## config.mk

```make
export PLATFORM = sky130hd
export DESIGN_NAME = data_sync_pulse
export DESIGN_NICKNAME = d
export VERILOG_FILES = /design/src/rtl/data_sync_pulse.sv
export SDC_FILE = /design/constraint.sdc
export NUM_CORES = 1
export LEC_CHECK = 0
export BUFFER_PORTS_ARGS = -buffer_cell sky130_fd_sc_hd__buf_4
export CORE_AREA = 2 2 39 41
export DETAILED_ROUTE_END_ITERATION = 10
export DIE_AREA = 0 0 41 43
export GPL_ROUTABILITY_DRIVEN = 0
export REMOVE_ABC_BUFFERS = 1
export SLEW_MARGIN = 5
export SYNTH_ARGS = -nofsm -noshare
export SYNTH_HDL_FRONTEND = slang
export SYNTH_SLANG_ARGS = --single-unit
```

## constraint.sdc

```tcl
create_clock -name CLK -period 1.2 [get_ports CLK]
set_clock_uncertainty 0.1 [all_clocks]
set_input_delay 0.18 -clock CLK [delete_from_list [all_inputs] [get_ports CLK]]
set_output_delay 0.18 -clock CLK [all_outputs]
set_load 0.02 [all_outputs]
```

## src/rtl/data_sync_pulse.sv

```systemverilog
// data_sync_pulse
// Brings a quasi-static multi-bit bus into the CLK domain. The level
// bus_enable passes through a NUM_STAGES-deep synchroniser. A rising-edge
// detector on the synchronised enable captures the bus once and emits a
// one-cycle enable_pulse that qualifies the new sync_bus value.
// Optional feature: define DATA_SYNC_PULSE_CNT_EN to add the wrapping
// capture_cnt output, which counts captures.
module data_sync_pulse #(
    parameter int BUS_WIDTH  = 8,
    parameter int NUM_STAGES = 2,
    parameter int CNT_WIDTH  = 8
) (
    input  logic                 CLK,
    input  logic                 RST,
    input  logic [BUS_WIDTH-1:0] unsync_bus,
    input  logic                 bus_enable,
    output logic [BUS_WIDTH-1:0] sync_bus,
    output logic                 enable_pulse
`ifdef DATA_SYNC_PULSE_CNT_EN
    ,
    output logic [CNT_WIDTH-1:0] capture_cnt
`endif
);

    // Chain depths below 2 give no metastability protection, so they are raised to 2.
    localparam int STAGES = (NUM_STAGES < 2) ? 2 : NUM_STAGES;

    logic [STAGES-1:0]    sync_q;
    logic [STAGES-1:0]    sync_d;
    logic                 pulse_q;
    logic                 pulse_d;
    logic [BUS_WIDTH-1:0] bus_q;
    logic [BUS_WIDTH-1:0] bus_d;
    logic                 en_pulse_q;
    logic                 en_pulse_d;
    logic                 sync_en_s;
    logic                 pulse_gen_s;

    // Tap the synchronised enable and detect its rising edge.
    always_comb begin
        sync_en_s   = sync_q[STAGES-1];
        pulse_gen_s = sync_en_s & ~pulse_q;
    end

    // Compute next state. The bus register changes only on a detected rise.
    always_comb begin
        sync_d     = {sync_q[STAGES-2:0], bus_enable};
        pulse_d    = sync_en_s;
        en_pulse_d = pulse_gen_s;
        if (pulse_gen_s) begin
            bus_d = unsync_bus;
        end else begin
            bus_d = bus_q;
        end
    end

    // Synchronous active-low reset clears the chain, the edge detector and the outputs.
    always_ff @(posedge CLK) begin
        if (!RST) begin
            sync_q     <= '0;
            pulse_q    <= 1'b0;
            bus_q      <= '0;
            en_pulse_q <= 1'b0;
        end else begin
            sync_q     <= sync_d;
            pulse_q    <= pulse_d;
            bus_q      <= bus_d;
            en_pulse_q <= en_pulse_d;
        end
    end

    assign sync_bus     = bus_q;
    assign enable_pulse = en_pulse_q;

`ifdef DATA_SYNC_PULSE_CNT_EN
    logic [CNT_WIDTH-1:0] cnt_q;
    logic [CNT_WIDTH-1:0] cnt_d;

    // Advance the capture count on each detected rise; it wraps naturally at full scale.
    always_comb begin
        if (pulse_gen_s) begin
            cnt_d = cnt_q + {{(CNT_WIDTH-1){1'b0}}, 1'b1};
        end else begin
            cnt_d = cnt_q;
        end
    end

    // Capture counter register, cleared by reset.
    always_ff @(posedge CLK) begin
        if (!RST) begin
            cnt_q <= '0;
        end else begin
            cnt_q <= cnt_d;
        end
    end

    assign capture_cnt = cnt_q;
`endif

endmodule
```

==> impl_table.tex <==
\begin{tabular}{lr}
\hline
Metric & Value \\
\hline
\multicolumn{2}{l}{\textbf{Final layout}} \\
\quad Post-route cell area & 607 um\^{}2 \\
\quad Commonest cells after routing, fill and taps aside & buf\_4, nand2\_1, dfxtp\_1 \\
\quad Number of filler instances in the final layout & between 100 and 150 \\
\quad Number of antenna repair diodes & 0 \\
\quad Leading cell type in the layout, fill and taps excluded & buf\_4 \\
\quad Post-route core utilization & 43.9\% \\
\quad Ratio of cells with drive above 1 in the final layout & roughly two fifths \\
\quad Nets@finish & 76 \\
\quad Area grow syn2layout & 37.0\% \\
\multicolumn{2}{l}{\textbf{CTS}} \\
\quad Latest clock arrival within the worst-skew pair & approximately 0.26 ns \\
\quad TritonCTS clock tree & yes \\
\quad Post-cts resize count & 0 \\
\quad Longest Clk Path Bufs & 2 \\
\quad Root buffer cell & clkbuf\_4 \\
\quad TritonCTS buffer count & 3 \\
\quad Number of levels the H-tree was split into & 1 \\
\quad Clock Sinks & 12 \\
\quad Post-CTS setup repair buffer count & 0 \\
\quad Clock transition at the register clock pins on the worst setup and hold paths after CTS & roughly 0.070 ns \\
\quad Total of hold buffers inserted after clock tree synthesis & 0 \\
\multicolumn{2}{l}{\textbf{Setup path}} \\
\quad Reg2reg setup slack & 0.18 ns \\
\quad CP startpoint kind & flip-flop \\
\quad Max stage delay on crit path & $\sim$0.34 ns \\
\quad Stages on worst setup path & 1 \\
\quad Largest delay contributor family on the critical path & flip-flops \\
\quad Launching point of the worst reg2reg path & sync\_q[1] \\
\quad Max Fanout on Critical Path & 2 \\
\quad Worst EP required & 0.92 ns \\
\quad Launching element of the worst setup path & sync\_bus[0] \\
\quad Slowest CP cell & dfxtp\_1 \\
\quad Cell breakdown of the critical path & buf\_4 \\
\quad Crit path capture type & primary output \\
\quad Worst path arrival time & about 0.75 ns \\
\quad Path type of the worst setup path & flip-flop to primary output \\
\quad Critical path destination & sync\_bus[0] \\
\quad Path depth of the worst reg2reg path & 2 \\
\quad Reg-to-reg critical path endpoint & sync\_bus[2] \\
\quad Critical path buffer and inverter count & 1 \\
\multicolumn{2}{l}{\textbf{Power}} \\
\quad Reported leakage power & $\sim$0.27 nW \\
\quad Power dissipated by switching net loads & $\sim$0.16 mW \\
\quad Peak supply drop & approximately 0.5 mV \\
\quad Proportion of power drawn by combinational gates & a little under an eighth \\
\quad Internal & 0.576 mW \\
\quad Switching share of total power & $\sim$22\% \\
\quad Power per Cell Area & 1220 nW/um\^{}2 \\
\quad Sequential share of power & between 50 and 60\% \\
\quad Clk network pwr share & 31.5\% \\
\multicolumn{2}{l}{\textbf{Worst hold path}} \\
\quad HP Class & primary input to flip-flop \\
\multicolumn{2}{l}{\textbf{Synthesis}} \\
\quad Unique masters post-synth & 8 \\
\quad Seq/Total Area, Yosys & 54.2\% \\
\quad Yosys Warn Count & 0 \\
\quad Number of cells produced by synthesis & 44 \\
\quad Seq cells post-synth & 12 \\
\quad Post-synthesis average cell area & 10.1 um\^{}2 \\
\quad Netlist Area Pre-Place & around 440 um\^{}2 \\
\multicolumn{2}{l}{\textbf{Detailed routing}} \\
\quad Final antenna-violating net count & 0 \\
\quad Vias per inst & between 4 and 5 \\
\quad WL final & about 770 um \\
\quad Average wire per cell in the routed design & around 10 um \\
\quad Count of routing violations after the opening detailed-route iteration & 0 \\
\quad Drt drc & 0 \\
\quad Vias after detailed routing & 347 \\
\quad DRT Pass-1 Iters & 1 \\
\multicolumn{2}{l}{\textbf{Global routing}} \\
\quad Largest net degree at the start of global routing & 21 \\
\quad Wire length of the first global-routing pass & about 1200 um \\
\quad Number of antenna violations at the first check in global routing & 0 \\
\quad Overflow after GRT & 0 \\
\quad Total global routing track utilization & 11.0\% \\
\quad Vias in the first global route & 310 \\
\multicolumn{2}{l}{\textbf{Floorplan}} \\
\quad Starting Density & between 30\% and 40\% \\
\quad Total core area & roughly 1400 um\^{}2 \\
\quad Overall die area & about 1800 um\^{}2 \\
\quad I/O pin total & 20 \\
\quad Vertical die dimension & 43 um \\
\quad Die W & around 41 um \\
\quad Core Rows & 14 \\
\multicolumn{2}{l}{\textbf{Timing}} \\
\quad Worst slew slack as a fraction of its limit & about four fifths \\
\quad Maximum achievable frequency & between 900 and 1000 MHz \\
\quad Final-layout setup total negative slack & 0 ns \\
\quad Worst-Margin Slew & 0.311 ns \\
\quad Max-slew violations & 0 \\
\quad Final setup margin & between 0.15 and 0.2 ns \\
\quad Final-report hold violation count & 0 \\
\quad Minimum clock period & about 1.0 ns \\
\quad Total of endpoints with negative setup slack in the final report & 0 \\
\quad Fin crit share & approximately 86\% \\
\quad Unrepaired setup endpoints after global routing & false \\
\multicolumn{2}{l}{\textbf{Place}} \\
\quad Detailed placement HPWL & roughly 560 um \\
\quad Placed inst area & 584 um\^{}2 \\
\quad Post-Place Worst Slack & around 0.18 ns \\
\quad PortBufs & 19 \\
\multicolumn{2}{l}{\textbf{Job}} \\
\quad MaxCap Viol Count & 0 \\
\multicolumn{2}{l}{\textbf{Outcome}} \\
\quad Outcome & finished clean \\
\hline
\end{tabular}
==> worst register-to-register path: cells and delay by family, from the launching register on <==
kind | cells | cell delay (ns)
and+or+nand+nor | 1 | 0.32
muxes | 1 | 0.22
DFF | 1 | 0.32
==> flip-flops by register name, summed over array words and instances (netlist names) <==
| register | cells |
|---|---|
| enable_pulse | 1 |
| pulse_q | 1 |
| sync_bus | 8 |
| sync_q | 2 |
==> logic make-up after synthesis <==
group	share of synthesized area, %
and+or+nand+nor	22.9
muxes	18.1
DFF	54.2
buffers and inverters	4.80
==> final cells by class <==
class	instances	area, um^2	share of cell area, %
timing repair buffer	19	143	23.5
sequential	12	240	39.6
tap	16	20.0	3.30
multi-input combinational	29	181	29.9
clock buffer	3	22.5	3.71
==> worst min path at each step <==
stage / startpoint / cells past startpoint / slack [ns] / end
final: bus_enable / 2 / 0.02 / sync_q[0]
after global routing: bus_enable / 2 / 0.02 / sync_q[0]
after CTS: bus_enable / 2 / 0.008 / sync_q[0]
after detailed placement: bus_enable / 2 / 0.29 / sync_q[0]
after global placement: bus_enable / 2 / 0.29 / sync_q[0]
after floorplan: RST / 1 / 0.20 / sync_q[0]
==> metrics by stage <==
stage | total power, mW | hold WS, ns | cells
floorplan | 0.465 | 0.202 | 41
global placement | 0.516 | 0.288 | 76
detailed placement | 0.517 | 0.292 | 76
CTS | 0.764 | 0.00820 | 79
global route | 0.783 | 0.0233 | 79
finish | 0.739 | 0.0205 | 79
==> per-layer routing <==
| metal | track usage, % | wire length, um | share of wire (%) |
|---|---|---|---|
| met1 | 13.1 | 332 | 43 |
| met2 | 13.8 | 327 | 43 |
| met3 | 3.66 | 68 | 8.9 |
| met4 | 12.0 | 40 | 5.2 |
| met5 | 0 | 0 | 0 |
==> Yosys cell counts <==
cell type,number,share of area (%)
mux2i_1,8,18
and2_2,2,3.4
dfxtp_1,12,54
nand2_1,16,14
buf_2,2,2.3
and2_1,2,2.8
nor2b_4,1,3.1
buf_6,1,2.5
==> power groups by stage <==
stage	Combinational, mW	Sequential, mW	Clock, mW
6_report	0.0876	0.419	0.233
5_1_grt	0.0970	0.420	0.266
4_1_cts	0.0892	0.419	0.256
3_5_place_dp	0.0891	0.428	0
3_3_place_gp	0.0885	0.428	0
2_1_floorplan	0.0253	0.440	0
(Power assumes the default switching activity.)
